File: config.mk
export PLATFORM = sky130hd
export DESIGN_NAME = uart_cmd_assembler
export DESIGN_NICKNAME = d
export VERILOG_FILES = /design/src/rtl/uart_cmd_assembler.sv
export SDC_FILE = /design/constraint.sdc
export NUM_CORES = 1
export LEC_CHECK = 0
export BUFFER_PORTS_ARGS = -buffer_cell sky130_fd_sc_hd__buf_2
export CORE_ASPECT_RATIO = 0.75
export CORE_MARGIN = 1.5
export CORE_UTILIZATION = 53
export CTS_CLUSTER_DIAMETER = 80
export DETAILED_ROUTE_END_ITERATION = 10
export HOLD_SLACK_MARGIN = 0.03
export PLACE_DENSITY = 0.74
export SYNTH_ARGS = -nofsm -noshare
export SYNTH_HDL_FRONTEND = slang
export SYNTH_SLANG_ARGS = --single-unit
File: constraint.sdc
create_clock -name clk -period 3.3 [get_ports clk]
set_input_delay 0.825 -clock clk [delete_from_list [all_inputs] [get_ports clk]]
set_output_delay 0.825 -clock clk [all_outputs]
set_load 0.005 [all_outputs]
File: src/rtl/uart_cmd_assembler.sv
// uart_cmd_assembler: packs UART bytes into 24-bit {opcode, data_hi, data_lo} commands with timeout and overrun reporting
module uart_cmd_assembler #(
    parameter int unsigned TIMEOUT = 52080
) (
    input  logic        clk,
    input  logic        rst,
    input  logic [7:0]  rx_data,
    input  logic        rx_rdy,
    output logic        clr_rx_rdy,
    output logic [23:0] cmd,
    output logic        cmd_rdy,
    input  logic        clr_cmd_rdy,
    output logic        overrun,
    output logic        timeout_err
);
    typedef enum logic [1:0] {B0, B1, B2} state_t;
    localparam logic [19:0] LAST = 20'(TIMEOUT - 1);
    state_t      state_q, state_d;
    logic [19:0] cnt_q, cnt_d;
    logic [7:0]  op_q, op_d, hi_q, hi_d;
    logic [23:0] cmd_q, cmd_d;
    logic        cmd_rdy_q, cmd_rdy_d, clr_q, overrun_q, overrun_d, tout_q, tout_d;
    logic        capture;
    // the pending acknowledge masks rx_rdy, which the receiver still holds high for one more cycle
    assign capture = rx_rdy && !clr_q;
    always_comb begin
        state_d   = state_q;
        cnt_d     = cnt_q;
        op_d      = op_q;
        hi_d      = hi_q;
        cmd_d     = cmd_q;
        cmd_rdy_d = cmd_rdy_q;
        overrun_d = overrun_q;
        tout_d    = 1'b0;
        if (clr_cmd_rdy) begin
            cmd_rdy_d = 1'b0;
            overrun_d = 1'b0;
        end
        if (capture) begin
            cnt_d = '0;
            if (state_q == B0) begin
                op_d    = rx_data;
                state_d = B1;
            end else if (state_q == B1) begin
                hi_d    = rx_data;
                state_d = B2;
            end else begin
                state_d = B0;
                if (!cmd_rdy_q || clr_cmd_rdy) begin
                    cmd_d     = {op_q, hi_q, rx_data};
                    cmd_rdy_d = 1'b1;
                    overrun_d = overrun_q;
                end else begin
                    overrun_d = 1'b1;
                end
            end
        end else if (state_q != B0) begin
            cnt_d   = (cnt_q == LAST) ? '0 : cnt_q + 20'd1;
            state_d = (cnt_q == LAST) ? B0 : state_q;
            tout_d  = (cnt_q == LAST);
        end
    end
    always_ff @(posedge clk) begin
        if (rst) begin
            state_q   <= B0;
            cnt_q     <= '0;
            op_q      <= '0;
            hi_q      <= '0;
            cmd_q     <= '0;
            cmd_rdy_q <= 1'b0;
            clr_q     <= 1'b0;
            overrun_q <= 1'b0;
            tout_q    <= 1'b0;
        end else begin
            state_q   <= state_d;
            cnt_q     <= cnt_d;
            op_q      <= op_d;
            hi_q      <= hi_d;
            cmd_q     <= cmd_d;
            cmd_rdy_q <= cmd_rdy_d;
            clr_q     <= capture;
            overrun_q <= overrun_d;
            tout_q    <= tout_d;
        end
    end
    assign clr_rx_rdy  = clr_q;
    assign cmd         = cmd_q;
    assign cmd_rdy     = cmd_rdy_q;
    assign overrun     = overrun_q;
    assign timeout_err = tout_q;
endmodule

==> flow_metrics.tcl, run 1 <==
set metrics [dict create \
    cp_data_arrival_time_ns 2.21 \
    worstSetupPathType "input pin to flip-flop" \
    drt_iter0_drc 168 \
    setup_violations 0 \
    fin_util_pct 62.9 \
    synthArstFlopShare_pct 0 \
    htree_levels 3 \
    syn_area_um2 2670 \
    dp_hpwl_um 4140 \
    power_density_nw_per_um2 497 \
    drc 3 \
    worstPathMaxFanout 24 \
    ys_seq_area_share_pct 49.6 \
    min_period_ns 2.02 \
    post-place-cells 417 \
    fin_cells 433 \
    gp_congestion 0.888 \
    setup_tns_ns 0 \
    syn_nets 343 \
    cts_setup_buffers 0 \
    fmax_ghz 0.495 \
    cts_tree "built" \
    cts_num_sinks 66 \
    clk_pin_slew_worst_paths_ns 0.07 \
    tightest_slew_ns 0.868 \
    antenna_found_initial 0 \
    cts-buffers-inserted 9 \
    post_cts_resized 0 \
    vias_per_cell 5.62 \
    hold_start "cmd[0]" \
    ant_nets 0 \
    track_usage_pct 23.6 \
    hold-path-endpoint "cmd[0]" \
    grt_pass1_vias 2086 \
    grt_first_pass_wirelength_um 10000 \
    ys_types 38 \
    nets 381 \
    timing.slew.headroom_pct 41.9 \
    fin_skew_ns 0.00588 \
    max_cap_violations 0 \
    die_h_um 64.4 \
    total_power_mw 1.52 \
    clockRootBuffer "clkbuf_8" \
    timing.rr.start "cnt_q[0]" \
    crit_path_start "rx_rdy" \
    grt_overflow 0 \
    rsz0062_at_grt "false" \
    firstDrtPassIters 8 \
    wl_per_cell_um 14.1 \
    synth_cells 330 \
    clk_latency_ns 0.34 \
    rows 22 \
    cts-hold-fix-buffers 0 \
    timing_hold_violations_final 0 \
    syn2layout_area_growth_pct 15.0 \
    synth.ff_latch_count 66 \
    vdd_drop_max_mv 0.239 \
    synth_edf_count 0 \
    drive_above_1_share_pct 16.1 \
    outcome "finished with violations" \
    cts_buffer_depth 2 \
    avgSynthCellArea_um2 8.08 \
    vias 2435 \
    core_um2 4870 \
    insertedDiodeCount 0 \
    hold_path_class "flip-flop to flip-flop" \
    finalCritPeriodShare_pct 61.3 \
    ff2ff_path_depth 4 \
    leakage_nw 1.11 \
    grt_max_degree 48 \
    drv_slew 0 \
    fillers 451 \
    ys_warn_count 0 \
    die_w_um 84.9 \
    failed_checks "DRC" \
    regToRegSetupSlack_ns 1.46 \
    rr_endpoint "cnt_q[4]" \
    hold_ws_ns 0.450 \
    port_buffers 39 \
    initial_core_util_pct 54.7 \
    design.die.area_um2 5470 \
    cp-start-kind "input pin" \
    ys.flop_type "dfxtp_1" \
    critPathRequiredTime_ns 3.49 \
    hold_depth 2 \
    io_pins 40 \
    endpoint_kind "flip-flop" \
    drt_wl_total_um 6090 \
]
final cells by class:
type	count	area [um^2]	area share, %
timing repair buffer	40	203	6.61
inverter	5	18.8	0.612
clock inverter	3	40.0	1.31
tap	60	75.1	2.45
multi-input combinational	246	1270	41.4
clock buffer	13	139	4.53
sequential	66	1320	43.1
metal layers:
layer,share of wire [%],GRT usage (%)
met4,2.3,8.20
met2,40,31.6
met1,51,35.6
met3,7.2,7.26
met5,0,0
Yosys cell counts, types with 2 or more instances:
cell type	count	area (um^2)
nand3_1	14	70.1
o21ai_0	5	25.0
nor4_1	7	43.8
a31o_2	2	17.5
and2_1	2	12.5
nand4b_1	2	17.5
nand2_1	89	334
nand4_1	8	50.1
clkbuf_1	10	37.5
xnor2_1	7	61.3
xor2_1	4	35.0
o22ai_1	2	12.5
nor3_1	2	10.0
nor2b_1	2	12.5
dfxtp_1	66	1320
nand3b_1	3	22.5
o211ai_1	3	22.5
and3_1	4	25.0
nand2b_1	3	18.8
a21oi_1	50	250
nor2_1	21	78.8
or3_1	4	25.0
inv_1	5	18.8
kinds of logic after synthesis:
logic type / count (synthesis) / synth area share (%)
flops: 66 / 49.6
fa+ha+maj: 1 / 0.469
simple gates: 168 / 29.7
compound gates: 66 / 13.8
xor+xnor: 11 / 3.61
buf+inv: 18 / 2.86
power breakdown:
part	leakage, nW	total (mW)	internal, mW	switching, mW
Clock	0.0914	0.628	0.348	0.280
Combinational	0.484	0.0731	0.0225	0.0506
Sequential	0.534	0.823	0.812	0.0118
Total	1.11	1.52	1.18	0.342
cells in the final DEF, fill, tap and decap left out, types with 5 or more instances in the layout:
| master | netlist | layout |
|---|---|---|
| a21oi_1 | 50 | 50 |
| buf_2 | 1 | 39 |
| clkbuf_8 | 0 | 9 |
| dfxtp_1 | 66 | 66 |
| inv_1 | 5 | 5 |
| nand2_1 | 89 | 89 |
| nand3_1 | 14 | 14 |
| nand4_1 | 8 | 8 |
| nor2_1 | 21 | 21 |
| nor4_1 | 7 | 7 |
| o21ai_0 | 5 | 5 |
| xnor2_1 | 7 | 7 |
through the flow:
stage	setup WS, ns	instance area, um^2
final	1.28	3070
after global routing	1.08	3070
after CTS	1.26	3070
after detailed placement	0.891	2890
after global placement	0.983	2890
after floorplan	1.51	2670
critical path, stage by stage:
cell and delay, ns:
buf_2 0.09, nor2b_1 0.26, nand3_1 0.66, nand2_1 0.27, a21oi_1 0.09
worst max path at each step:
stage,to,cells past startpoint
6_report,cmd[4],5
5_1_grt,cmd[2],5
4_1_cts,cmd[4],5
3_5_place_dp,cmd[4],5
3_3_place_gp,cmd[10],5
2_1_floorplan,cmd[1],6
sequential cells by signal, summed over array words and instances, names as in the netlist:
name,count
overrun,1
hi_q,8
timeout_err,1
op_q,8
state_q,2
cmd_rdy,1
cnt_q,20
cmd,24
clr_rx_rdy,1
(Power assumes the default switching activity.)
==> run 2, diff against run 1 <==
Settings changed: ABC_AREA set to 1.
Clock period 3.3 ns to 2 ns, I/O delays scaled along.
==> flow_metrics.tcl, run 2 <==
set metrics [dict create \
    finalInstanceArea_um2 3230 \
    design.die.area_um2 5700 \
    critPathRequiredTime_ns 2.20 \
    drv_slew 0 \
    timing.slew.headroom_pct 61.7 \
    fmax_ghz 0.641 \
    total_power_mw 2.67 \
    vias 2519 \
    final_common_cell "nor2_1" \
    timing_hold_violations_final 0 \
    ys_types 28 \
    final_cell_mix "nor2_1, dfxtp_1, nand2_1" \
    synth_top_area_cell "dfxtp_1" \
    clockRootBuffer "clkbuf_8" \
    fin_util_pct 64.9 \
    fin_skew_ns 0.00829 \
    htree_levels 3 \
    avgSynthCellArea_um2 7.36 \
    drive_above_1_share_pct 17.9 \
    grt_max_degree 43 \
    syn_nets 391 \
    grt_overflow 0 \
    wl_per_cell_um 12.6 \
    outcome "completed" \
    yosysMostFrequentCell "nor2_1" \
    insertedDiodeCount 0 \
    cts_setup_buffers 0 \
    rows 22 \
    cts_num_sinks 66 \
    gp_congestion 0.884 \
    yosys-top-cells-area "dfxtp_1, nor2_1, o21ai_0" \
    clk_latency_ns 0.33 \
    power_density_nw_per_um2 828 \
    synth_common_cells "nor2_1, dfxtp_1, nand2_1, o21ai_0, inv_1" \
    max_cap_violations 0 \
    worstPathMaxFanout 4 \
    post_cts_resized 0 \
    firstDrtPassIters 6 \
    die_w_um 86.7 \
    initial_core_util_pct 55.8 \
    io_pins 40 \
    dp_hpwl_um 4490 \
    nets 434 \
    antenna_found_initial 0 \
    cp-start-kind "flip-flop" \
    port_buffers 39 \
    cts-buffers-inserted 9 \
    hold_path_class "input pin to flip-flop" \
    tightest_slew_ns 0.569 \
    drt_wl_total_um 6260 \
    cts_buffer_depth 2 \
    ant_nets 0 \
    core_um2 4980 \
    endpoint_kind "flip-flop" \
    synth_cells 378 \
    drt_iter0_drc 172 \
    track_usage_pct 23.6 \
    cp_data_arrival_time_ns 1.76 \
    largest_reg_flops 24 \
    synth_edf_count 0 \
    die_h_um 65.7 \
    vias_per_cell 5.07 \
    cts-hold-fix-buffers 0 \
    grt_pass1_vias 2113 \
    synth.ff_latch_count 66 \
    finalCritPeriodShare_pct 77.9 \
    drc 0 \
    ys.flop_type "dfxtp_1" \
    setup_tns_ns 0 \
    clk_pin_slew_worst_paths_ns 0.07 \
    worstSetupPathType "flip-flop to flip-flop" \
    synthArstFlopShare_pct 0 \
    grt_first_pass_wirelength_um 10200 \
    synth_top_cell_area_share_pct 47.5 \
    syn_area_um2 2780 \
    cts_tree "built" \
    setup_violations 0 \
    ys_seq_area_share_pct 47.5 \
    vdd_drop_max_mv 0.602 \
    min_period_ns 1.56 \
    post_dp_cell_area_um2 3040 \
    rsz0062_at_grt "false" \
    leakage_nw 1.36 \
    syn2layout_area_growth_pct 16.2 \
    ys_warn_count 0 \
]
## run 2: cell types whose count changed after synthesis, moves of 4 or more
cell	delta
nor2_1	+87
nand2_1	-44
a21oi_1	-42
o21ai_0	+36
inv_1	+25
nor2_2	+7
nand3_1	+6
nor4_1	-6
xnor2_1	-5
and3_1	-4
clkbuf_1	-4
nor2_4	+4
or3_1	-4
## run 2: kinds of logic after synthesis
group | count (synthesis) | share of synthesized area, %
AND/OR/NAND/NOR | 208 | 33.5
flip-flops | 66 | 47.5
AO/OA/AOI/OAI | 50 | 9.09
buffers and inverters | 43 | 6.30
XOR/XNOR | 9 | 2.83
multiplexers | 1 | 0.360
adder cells (fa/ha/maj) | 1 | 0.450
## run 2: worst paths after layout
kind / endpoint / cells past startpoint / from / slack [ns]
max reg2reg: cnt_q[18] / 8 / cnt_q[1] / 0.44
max: cnt_q[18] / 8 / cnt_q[1] / 0.44
min: cmd_rdy / 2 / rst / 0.39
min reg2reg: cmd[20] / 2 / cmd[20] / 0.48
## run 2: critical path, stage by stage (launching register included)
cell	delay [ns]
dfxtp_1	0.38
ha_1	0.27
inv_1	0.12
nor2_2	0.16
nand3_1	0.10
nor2_2	0.17
nand3_1	0.09
nand2_1	0.07
a21oi_1	0.05
## run 2: per-layer routing
| metal | global-route usage [%] | vias to the layer above | share of wire (%) |
|---|---|---|---|
| met1 | 37.2 | 1138 | 55 |
| li1 | - | 1299 | - |
| met5 | 0 | - | 0 |
| met3 | 6.78 | 6 | 5.7 |
| met2 | 30.3 | 76 | 39 |
| met4 | 6.85 | 0 | 0.82 |
## run 2: cell type report
| type | count | area (um^2) |
|---|---|---|
| clock buffer | 10 | 138 |
| clock inverter | 5 | 55.1 |
| fill | 456 | 1750 |
| inverter | 34 | 133 |
| multi-input combinational | 269 | 1280 |
| sequential | 66 | 1320 |
| tap | 72 | 90.1 |
| timing repair buffer | 41 | 210 |
## run 2: metrics by stage
step,cells,setup WS [ns],hold WS [ns]
floorplan,378,0.654,0.447
global placement,482,0.381,0.459
detailed placement,482,0.275,0.467
CTS,497,0.446,0.375
global route,497,0.343,0.381
finish,497,0.441,0.392
## run 2: report_power, final
group / internal (mW) / switching (mW)
Combinational: 0.0669 / 0.131
Clock: 0.598 / 0.492
Sequential: 1.36 / 0.0266
Total: 2.02 / 0.650
==> run 3, diff against run 2 <==
Clock period 2 ns to 1.5 ns, I/O delays scaled along.
==> flow_metrics.tcl, run 3 (same netlist as run 2, synthesis figures left out) <==
set metrics [dict create \
    dp_hpwl_um 4560 \
    hold_depth 2 \
    outcome "completed" \
    hold-path-endpoint "cmd_rdy" \
    met3_usage_pct 8.67 \
    ant_nets 0 \
    cts-hold-fix-buffers 0 \
    antenna_found_initial 0 \
    fin_skew_ns 0.00600 \
    worstPathMaxFanout 4 \
    port_buffers 39 \
    track_usage_pct 24.3 \
    firstDrtPassIters 4 \
    fin_ws_ns 0.124 \
    clk_latency_ns 0.34 \
    timing_hold_violations_final 0 \
    seqPwrFrac_pct 46.9 \
    cts_buffer_depth 2 \
    cts-buffers-inserted 9 \
    die_w_um 86.7 \
    clk_pin_slew_worst_paths_ns 0.07 \
    switchingPower_uw 912 \
    cts_setup_buffers 0 \
    clockRootBuffer "clkbuf_8" \
    final_cell_mix "nor2_1, dfxtp_1, nand2_1" \
    use_met1_pct 36.3 \
    min_period_ns 1.38 \
    busiest_layer "met1" \
    post_cts_resized 0 \
    cts_num_sinks 66 \
    final_common_cell "nor2_1" \
    power_density_nw_per_um2 1160 \
    design.die.area_um2 5700 \
    cp_data_arrival_time_ns 1.59 \
    core_um2 4980 \
    p_int_mw 3.03 \
    place_ws_ns -0.0795 \
    timing.slew.headroom_pct 70.0 \
    finalCritPeriodShare_pct 91.7 \
    rsz0062_at_grt "true" \
    regToRegSetupSlack_ns 0.12 \
    largest_reg_flops 24 \
    hold_path_class "input pin to flip-flop" \
    max_cap_violations 0 \
    syn2layout_area_growth_pct 22.0 \
    drt_wl_total_um 6400 \
    grt_max_degree 43 \
    drv_slew 0 \
    vdd_drop_max_mv 0.569 \
    fin_util_pct 68.1 \
    rows 22 \
    drive_above_1_share_pct 20.9 \
    pwr-share-clk_pct 45.7 \
    hold_ws_ns 0.260 \
    grt_first_pass_wirelength_um 10400 \
    setup_violations 0 \
    initial_core_util_pct 55.8 \
    netSwitchingFraction_pct 23.1 \
    critPathRequiredTime_ns 1.71 \
    htree_levels 3 \
    tightest_slew_ns 0.446 \
    wl_per_cell_um 12.6 \
    gp_congestion 0.920 \
    hold_start "rst" \
    grt_overflow 0 \
    comb_power_share_pct 7.4 \
    drc 0 \
    vias 2520 \
    cp-start-kind "flip-flop" \
    endpoint_kind "flip-flop" \
    io_pins 40 \
    die_h_um 65.7 \
    leakage_nw 1.43 \
    vias_per_cell 4.96 \
    drt_iter0_drc 205 \
    ff2ff_path_depth 8 \
    worstSetupPathType "flip-flop to flip-flop" \
    nets 444 \
    met2_usage_pct 31.3 \
    insertedDiodeCount 0 \
    fmax_ghz 0.727 \
    timing.rr.start "cnt_q[0]" \
    grt_pass1_vias 2144 \
    rr_endpoint "cnt_q[18]" \
    cts_tree "built" \
]
[run 3: cell types whose count changed in the layout (fill, tap and decap cells not counted), sizes merged]
cell      previous run  this run
bufinv               1         3
clkinvlp             2         1
buf                 41        51
[run 3: through the flow]
| step | cells | setup TNS [ns] | cell area [um^2] | total power [mW] |
|---|---|---|---|---|
| floorplan | 378 | 0 | 2780 | 2.06 |
| global placement | 492 | -0.0176 | 3130 | 2.16 |
| CTS | 508 | 0 | 3370 | 3.96 |
| global route | 508 | -0.0224 | 3390 | 4.09 |
| detailed placement | 492 | -1.17 | 3130 | 2.17 |
| finish | 508 | 0 | 3390 | 3.94 |
[run 3: metal layers]
metal	up-vias	part of all wire, %
li1	1316	-
met3	8	8.1
met5	-	0
met1	1104	52
met4	0	1.2
met2	92	38
[run 3: critical path, stage by stage (launching register included)]
cell,delay [ns]
dfxtp_1,0.38
ha_4,0.16
inv_1,0.05
nor2_2,0.14
nand3_1,0.11
nor2_2,0.20
nand3_1,0.09
nand2_1,0.07
a21oi_1,0.05
[run 3: how the worst max path moves through the flow]
stage                     startpoint         to  slack (ns)  cells after the start
after detailed placement      rx_rdy     cmd[6]       -0.08                      8
after CTS                 clr_rx_rdy     cmd[6]        0.07                      6
after floorplan             cnt_q[0]  cnt_q[18]        0.15                      8
final                       cnt_q[0]  cnt_q[18]        0.12                      8
after global routing        cnt_q[0]  cnt_q[17]       -0.02                      9
after global placement        rx_rdy     cmd[0]      -0.005                      8
[run 3: power groups by stage]
stage	Combinational [mW]	Clock, mW	Sequential [mW]
after floorplan	0.175	0	1.88
after global placement	0.279	0	1.88
after detailed placement	0.285	0	1.89
after CTS	0.289	1.83	1.85
after global routing	0.329	1.91	1.85
final	0.294	1.80	1.85
[run 3: final cells by class]
cell class | instances | area [um^2]
multi-input combinational | 269 | 1300
clock buffer | 10 | 128
clock inverter | 6 | 115
sequential | 66 | 1330
inverter | 34 | 135
timing repair buffer | 51 | 298
tap | 72 | 90.1
fill | 443 | 1590
